### src/rtl/nnrv_lsu.sv
// nnrv_lsu -- load/store unit between the execute stage and the data RAM.
//
// Takes one memory request per valid/ready handshake, checks opcode legality
// and alignment, drives a single-cycle RAM access with byte-lane masks, and
// hands every request (load or store) back to writeback as a held response.
//
// Handshake rule for both request and response channels: a transfer happens
// on the rising clock edge where valid and ready are both 1. The producer
// keeps valid and its payload stable until that edge. The response channel
// holds all o_rsp_* stable while o_rsp_valid=1 and i_rsp_ready=0.
//
// Ports:
//   i_clk, i_rst_n        clock (posedge) and asynchronous active-low reset
//   i_req_valid/o_req_ready, i_req_op/addr/wdata/rd       request channel
//   o_rsp_valid/i_rsp_ready, o_rsp_rdata/rd/is_load/exc   response channel
//   o_ram_rd_en/addr/mask, i_ram_rd_data                  RAM read port
//   o_ram_wr_en/addr/mask/data                            RAM write port
//   o_dbg_state           current FSM state (0 IDLE, 1 ACCESS, 2 RESP)
//
// i_req_op: [3]=store, [2:0]=funct3 (000 B, 001 H, 010 W, 100 BU, 101 HU).
// o_rsp_exc: 00 ok, 01 misaligned, 10 illegal op.

module nnrv_lsu #(
    parameter int ADDR_WIDTH = 8,
    parameter int DATA_WIDTH = 32,
    parameter int MASK_WIDTH = DATA_WIDTH >> 3
) (
    input  logic                  i_clk,
    input  logic                  i_rst_n,

    input  logic                  i_req_valid,
    output logic                  o_req_ready,
    input  logic [3:0]            i_req_op,
    input  logic [ADDR_WIDTH-1:0] i_req_addr,
    input  logic [DATA_WIDTH-1:0] i_req_wdata,
    input  logic [4:0]            i_req_rd,

    output logic                  o_rsp_valid,
    input  logic                  i_rsp_ready,
    output logic [DATA_WIDTH-1:0] o_rsp_rdata,
    output logic [4:0]            o_rsp_rd,
    output logic                  o_rsp_is_load,
    output logic [1:0]            o_rsp_exc,

    output logic                  o_ram_rd_en,
    output logic [ADDR_WIDTH-1:0] o_ram_rd_addr,
    output logic [MASK_WIDTH-1:0] o_ram_rd_mask,
    input  logic [DATA_WIDTH-1:0] i_ram_rd_data,

    output logic                  o_ram_wr_en,
    output logic [ADDR_WIDTH-1:0] o_ram_wr_addr,
    output logic [MASK_WIDTH-1:0] o_ram_wr_mask,
    output logic [DATA_WIDTH-1:0] o_ram_wr_data,

    output logic [1:0]            o_dbg_state
);

    typedef enum logic [1:0] {
        IDLE   = 2'd0,
        ACCESS = 2'd1,
        RESP   = 2'd2
    } state_t;

    state_t state;

    // Latched request
    logic [3:0]            op_q;
    logic [ADDR_WIDTH-1:0] addr_q;
    logic [DATA_WIDTH-1:0] wdata_q;
    logic [4:0]            rd_q;

    // Decode of the latched request (only meaningful in ACCESS)
    logic                  is_store;
    logic [2:0]            funct3;
    logic                  legal;
    logic                  misaligned;
    logic [1:0]            exc;
    logic [MASK_WIDTH-1:0] byte_mask;
    logic [4:0]            lane_shift;
    logic [DATA_WIDTH-1:0] load_sh;
    logic [DATA_WIDTH-1:0] load_ext;
    logic                  access_ok;
    logic                  accept;

    always_comb begin
        is_store   = op_q[3];
        funct3     = op_q[2:0];

        legal = 1'b0;
        case (funct3)
            3'b000, 3'b001, 3'b010: legal = 1'b1;
            3'b100, 3'b101:         legal = !is_store;  // unsigned forms are load-only
            default:                legal = 1'b0;
        endcase

        // funct3[1:0] encodes the access size for every legal op
        misaligned = 1'b0;
        case (funct3[1:0])
            2'b01:   misaligned = addr_q[0];
            2'b10:   misaligned = (addr_q[1:0] != 2'b00);
            default: misaligned = 1'b0;
        endcase

        // Illegal op outranks misalignment: size bits of an illegal op mean nothing
        if (!legal)          exc = 2'b10;
        else if (misaligned) exc = 2'b01;
        else                 exc = 2'b00;

        case (funct3[1:0])
            2'b00:   byte_mask = {{(MASK_WIDTH-1){1'b0}}, 1'b1} << addr_q[1:0];
            2'b01:   byte_mask = {{(MASK_WIDTH-2){1'b0}}, 2'b11} << addr_q[1:0];
            default: byte_mask = '1;
        endcase

        lane_shift = {addr_q[1:0], 3'b000};
        load_sh    = i_ram_rd_data >> lane_shift;

        case (funct3)
            3'b000:  load_ext = {{(DATA_WIDTH-8){load_sh[7]}}, load_sh[7:0]};
            3'b100:  load_ext = {{(DATA_WIDTH-8){1'b0}}, load_sh[7:0]};
            3'b001:  load_ext = {{(DATA_WIDTH-16){load_sh[15]}}, load_sh[15:0]};
            3'b101:  load_ext = {{(DATA_WIDTH-16){1'b0}}, load_sh[15:0]};
            default: load_ext = load_sh;
        endcase

        access_ok = (state == ACCESS) && (exc == 2'b00);
    end

    // RAM ports: everything is zero unless this is a clean ACCESS cycle
    always_comb begin
        o_ram_wr_en   = access_ok && is_store;
        o_ram_wr_addr = o_ram_wr_en ? addr_q : '0;
        o_ram_wr_mask = o_ram_wr_en ? byte_mask : '0;
        o_ram_wr_data = o_ram_wr_en ? (wdata_q << lane_shift) : '0;

        o_ram_rd_en   = access_ok && !is_store;
        o_ram_rd_addr = o_ram_rd_en ? addr_q : '0;
        o_ram_rd_mask = o_ram_rd_en ? byte_mask : '0;
    end

    // Ready in RESP follows i_rsp_ready so a new request can overlap the
    // response hand-off, giving one request every two cycles.
    assign o_req_ready = (state == IDLE) || ((state == RESP) && i_rsp_ready);
    assign o_rsp_valid = (state == RESP);
    assign accept      = i_req_valid && o_req_ready;
    assign o_dbg_state = state;

    always_ff @(posedge i_clk or negedge i_rst_n) begin
        if (!i_rst_n) begin
            state         <= IDLE;
            op_q          <= '0;
            addr_q        <= '0;
            wdata_q       <= '0;
            rd_q          <= '0;
            o_rsp_rdata   <= '0;
            o_rsp_rd      <= '0;
            o_rsp_is_load <= 1'b0;
            o_rsp_exc     <= 2'b00;
        end else begin
            if (accept) begin
                op_q    <= i_req_op;
                addr_q  <= i_req_addr;
                wdata_q <= i_req_wdata;
                rd_q    <= i_req_rd;
            end

            case (state)
                IDLE: begin
                    if (accept) state <= ACCESS;
                end
                ACCESS: begin
                    o_rsp_rd      <= rd_q;
                    o_rsp_is_load <= !is_store;
                    o_rsp_exc     <= exc;
                    o_rsp_rdata   <= (exc == 2'b00 && !is_store) ? load_ext : '0;
                    state         <= RESP;
                end
                RESP: begin
                    if (i_rsp_ready) state <= accept ? ACCESS : IDLE;
                end
                default: state <= IDLE;
            endcase
        end
    end

endmodule

### config.mk
export PLATFORM = sky130hd
export DESIGN_NAME = nnrv_lsu
export DESIGN_NICKNAME = d
export VERILOG_FILES = /design/src/rtl/nnrv_lsu.sv
export SDC_FILE = /design/constraint.sdc
export NUM_CORES = 1
export LEC_CHECK = 0
export CORE_ASPECT_RATIO = 1.1
export CORE_MARGIN = 3
export CORE_UTILIZATION = 30
export DETAILED_ROUTE_END_ITERATION = 16
export PLACE_DENSITY_LB_ADDON = 0.08
export SLEW_MARGIN = 20
export SYNTH_ARGS = -nofsm -noshare
export SYNTH_HDL_FRONTEND = slang
export SYNTH_SLANG_ARGS = --single-unit
### constraint.sdc
create_clock -name i_clk -period 2.4 [get_ports i_clk]
set_input_delay 0.6 -clock i_clk [delete_from_list [all_inputs] [get_ports i_clk]]
set_output_delay 0.6 -clock i_clk [all_outputs]
set_load 0.02 [all_outputs]
==> reports/metrics.yaml <==
status:
  outcome: "complete, but fails checks"
  violations: "negative setup slack"
yosys:
  synth_mux_area_share_pct: 19.4
  synth_cells: 459
  synth-simple-area-share_pct: 12.8
  synth_xor_area_share_pct: 0
  avgSynthCellArea_um2: 10.6
  netlist.area_leader.share_pct: 46.6
  synthesis.nets: 547
  syn_area_um2: 4890
  synth_compound_area_share_pct: 15.9
  synth_seq_area_share_pct: 46.6
  synth_top_family_by_area: "multiplexers"
  synthTopCellsByArea: "dfrtp_1 (47%), mux2_2 (13%), mux2i_1 (6.8%), a32o_1 (3.1%), a21oi_1 (2.7%)"
  synth_top_area_cell: "dfrtp_1"
  ys_ff_latch: 91
  yosys.area_share.adder_pct: 0.768
  yosys.cell_types.count: 38
  yosysWarnings: 0
setup_path:
  cp-end-kind: "output pin"
  worst_r2r_endpoint: "o_rsp_rdata[17]"
  crit_chain: "inv_2 -> ha_4 -> and3_4 -> a311oi_2 -> nand4_1 -> buf_6 -> buf_12 -> a211oi_2 -> buf_4"
  path_max_fanout: 15
  worst_setup_path_start_kind: "register"
  regToRegSetupSlack_ns: 0.14
  rr_worst_depth: 7
  cp_data_arrival_time_ns: 2.23
  path_class: "reg -> out"
  crit_slowest_cell: "dfrtp_1"
  r2r-start: "addr_q[1]"
  startpoint: "op_q[1]"
  cpPeakStageDelay_ns: 0.38
  required_ns: 1.80
global_routing:
  grt_use_total_pct: 18.4
  grt_pass1_wl_mm: 26.1
  first_global_vias: 4696
  grt_max_degree: 47
  antenna_found_initial: 0
  grt_overflow: 0
die:
  coreArea_um2: 15900
  pin_count: 187
  num_rows: 48
  start_util_pct: 30.8
  fp.dieH_um: 140
  dieArea_um2: 17900
  die_w_um: 128
drt:
  via_per_inst: 5.01
  drc: 0
  antenna_left: 0
  route.met2.wl_mm: 8.07
  top_layer: "met4"
  met1_length_mm: 6.67
  met3_length_mm: 1.18
  vias: 4401
  drt_wl_total_mm: 16.2
  drtIter0Drc: 247
  wire_per_inst_um: 18.4
  first_pass_iters: 6
clock_tree:
  h-tree-depth: 3
  clkTransAtPathRegs_ns: 0.07
  cts_tree: "built"
  cts_max_path_buffers: 2
  root_buffer: "clkbuf_16"
  clkLatencyLatePin_ns: 0.34
  cts.sinks: 91
  numCtsBuffers: 9
placement:
  dp.cells: 852
  gp_congestion: 0.803
  port-buffer-count: 186
  dp_hpwl_mm: 12.0
sta:
  layout_min_cycle_time_ns: 2.83
  clock.fmax_mhz: 353
  rsz0062_at_grt: "true"
  min_period_over_period_pct: 118
  hold_viol_final: 0
  slew_headroom_pct: 67.4
  setup_ws_ns: -0.431
  tightest_slew_ns: 0.489
  drv_slew: 0
  setup_viol: 58
  fin_tns_setup_ns: -18.86
  skew_ns: 0.00662
min_path:
  hold_class: "in -> async"
pwr:
  peakVddDrop_mv: 0.362
  power_leakage_nw: 3.40
  cellPowerDensity_nw_per_um2: 921
layout:
  mostFrequentLayoutCells: "clkdlybuf4s50_1 (126), dfrtp_1 (89), buf_4 (70)"
  fin_cells: 879
  area_growth_pct: 62.6
  drive_above_1_share_pct: 36.5
  postLayoutCoreUtil_pct: 50.1
  mostFrequentLayoutCell: "clkdlybuf4s50_1"
  antenna_cells: 0
  layout.nets: 762
run:
  cap_violations: 0
[metrics by stage]
| stage | power, mW | setup slack [ns] | instance area (µm²) | hold slack [ns] |
|---|---|---|---|---|
| 6_report | 7.32 | -0.431 | 7940 | 0.199 |
| 5_1_grt | 7.79 | -0.604 | 7940 | 0.234 |
| 4_1_cts | 7.37 | -0.469 | 7840 | 0.211 |
| 3_5_place_dp | 5.82 | -0.636 | 7490 | 0.469 |
| 3_3_place_gp | 5.77 | -0.584 | 7490 | 0.462 |
| 2_1_floorplan | 4.30 | 0.00686 | 5180 | 0.304 |
[worst max-delay path, delay by kind of cell (launching register included)]
family	cells	cell delay [ns]
buffers and inverters	4	0.61
AO/OA/AOI/OAI	2	0.36
flip-flops	1	0.38
adder cells (fa/ha/maj)	1	0.21
AND/OR/NAND/NOR	2	0.32
[what timing repair did]
item / CTS / global route
resized for setup: 332 / 16
pin swaps: 3 / 11
hold buffers: 0 / 0
setup endpoints to repair: 75 / 74
buffers inserted: 3 / 7
gates cloned: 0 / 1
[kinds of logic after synthesis]
family / count (synthesis)
AOI/OAI and AO/OA: 108
adders and majority gates: 3
buffers and inverters: 47
DFF: 91
muxes: 88
and+or+nand+nor: 122
[registers in the layout, summed over array words and instances, names as in the netlist]
name / cells
o_rsp_is_load: 1
rd_q: 5
op_q: 4
o_dbg_state: 2
wdata_q: 32
addr_q: 8
o_rsp_rdata: 32
o_rsp_exc: 2
o_rsp_rd: 5
[synthesized netlist by cell type, drive strengths merged]
library cell	instances
clkbuf	18
nand2	27
nand2b	5
a32o	15
o21ai	20
o22ai	1
nor3	9
a22o	1
ha	3
o31ai	8
mux2	55
a211oi	16
or2	2
a21o	1
o2bb2ai	8
a21oi	26
inv	5
or3b	1
dfrtp	91
a311oi	2
nand4	1
nor2	30
nor2b	19
nand3b	2
a211o	7
a31oi	1
a311o	1
buf	24
mux2i	33
and3	9
a21boi	1
and2	17
[worst max-delay path by stage]
stage | endpoint | slack (ns) | cells past startpoint
2_1_floorplan | o_ram_rd_addr[1] | 0.007 | 4
3_3_place_gp | o_ram_wr_data[7] | -0.58 | 9
3_5_place_dp | o_ram_wr_data[2] | -0.64 | 9
4_1_cts | o_ram_wr_data[31] | -0.47 | 9
5_1_grt | o_ram_wr_data[31] | -0.60 | 9
6_report | o_ram_wr_data[29] | -0.43 | 9
[power breakdown]
part           total, mW  switching, mW  internal [mW]
combinational       3.51           1.80           1.71
sequential          2.35          0.337           2.01
clock               1.46          0.618          0.840
total               7.32           2.76           4.56
[per-layer routing]
layer | global-route usage [%] | up-vias
li1 | - | 2090
met1 | 23.4 | 2158
met2 | 30.6 | 135
met3 | 4.80 | 18
met4 | 5.42 | 0
met5 | 0 | -
[layout make-up]
class                      count  area, µm²
fill                        1461       7910
multi-input combinational    321       2700
timing repair buffer         245       2360
sequential                    91       2280
tap                          200        250
clock buffer                  11        243
clock inverter                 5       61.3
inverter                       5       36.3
timing repair inverter         1       11.3
Power figures use the tool's default switching activity.
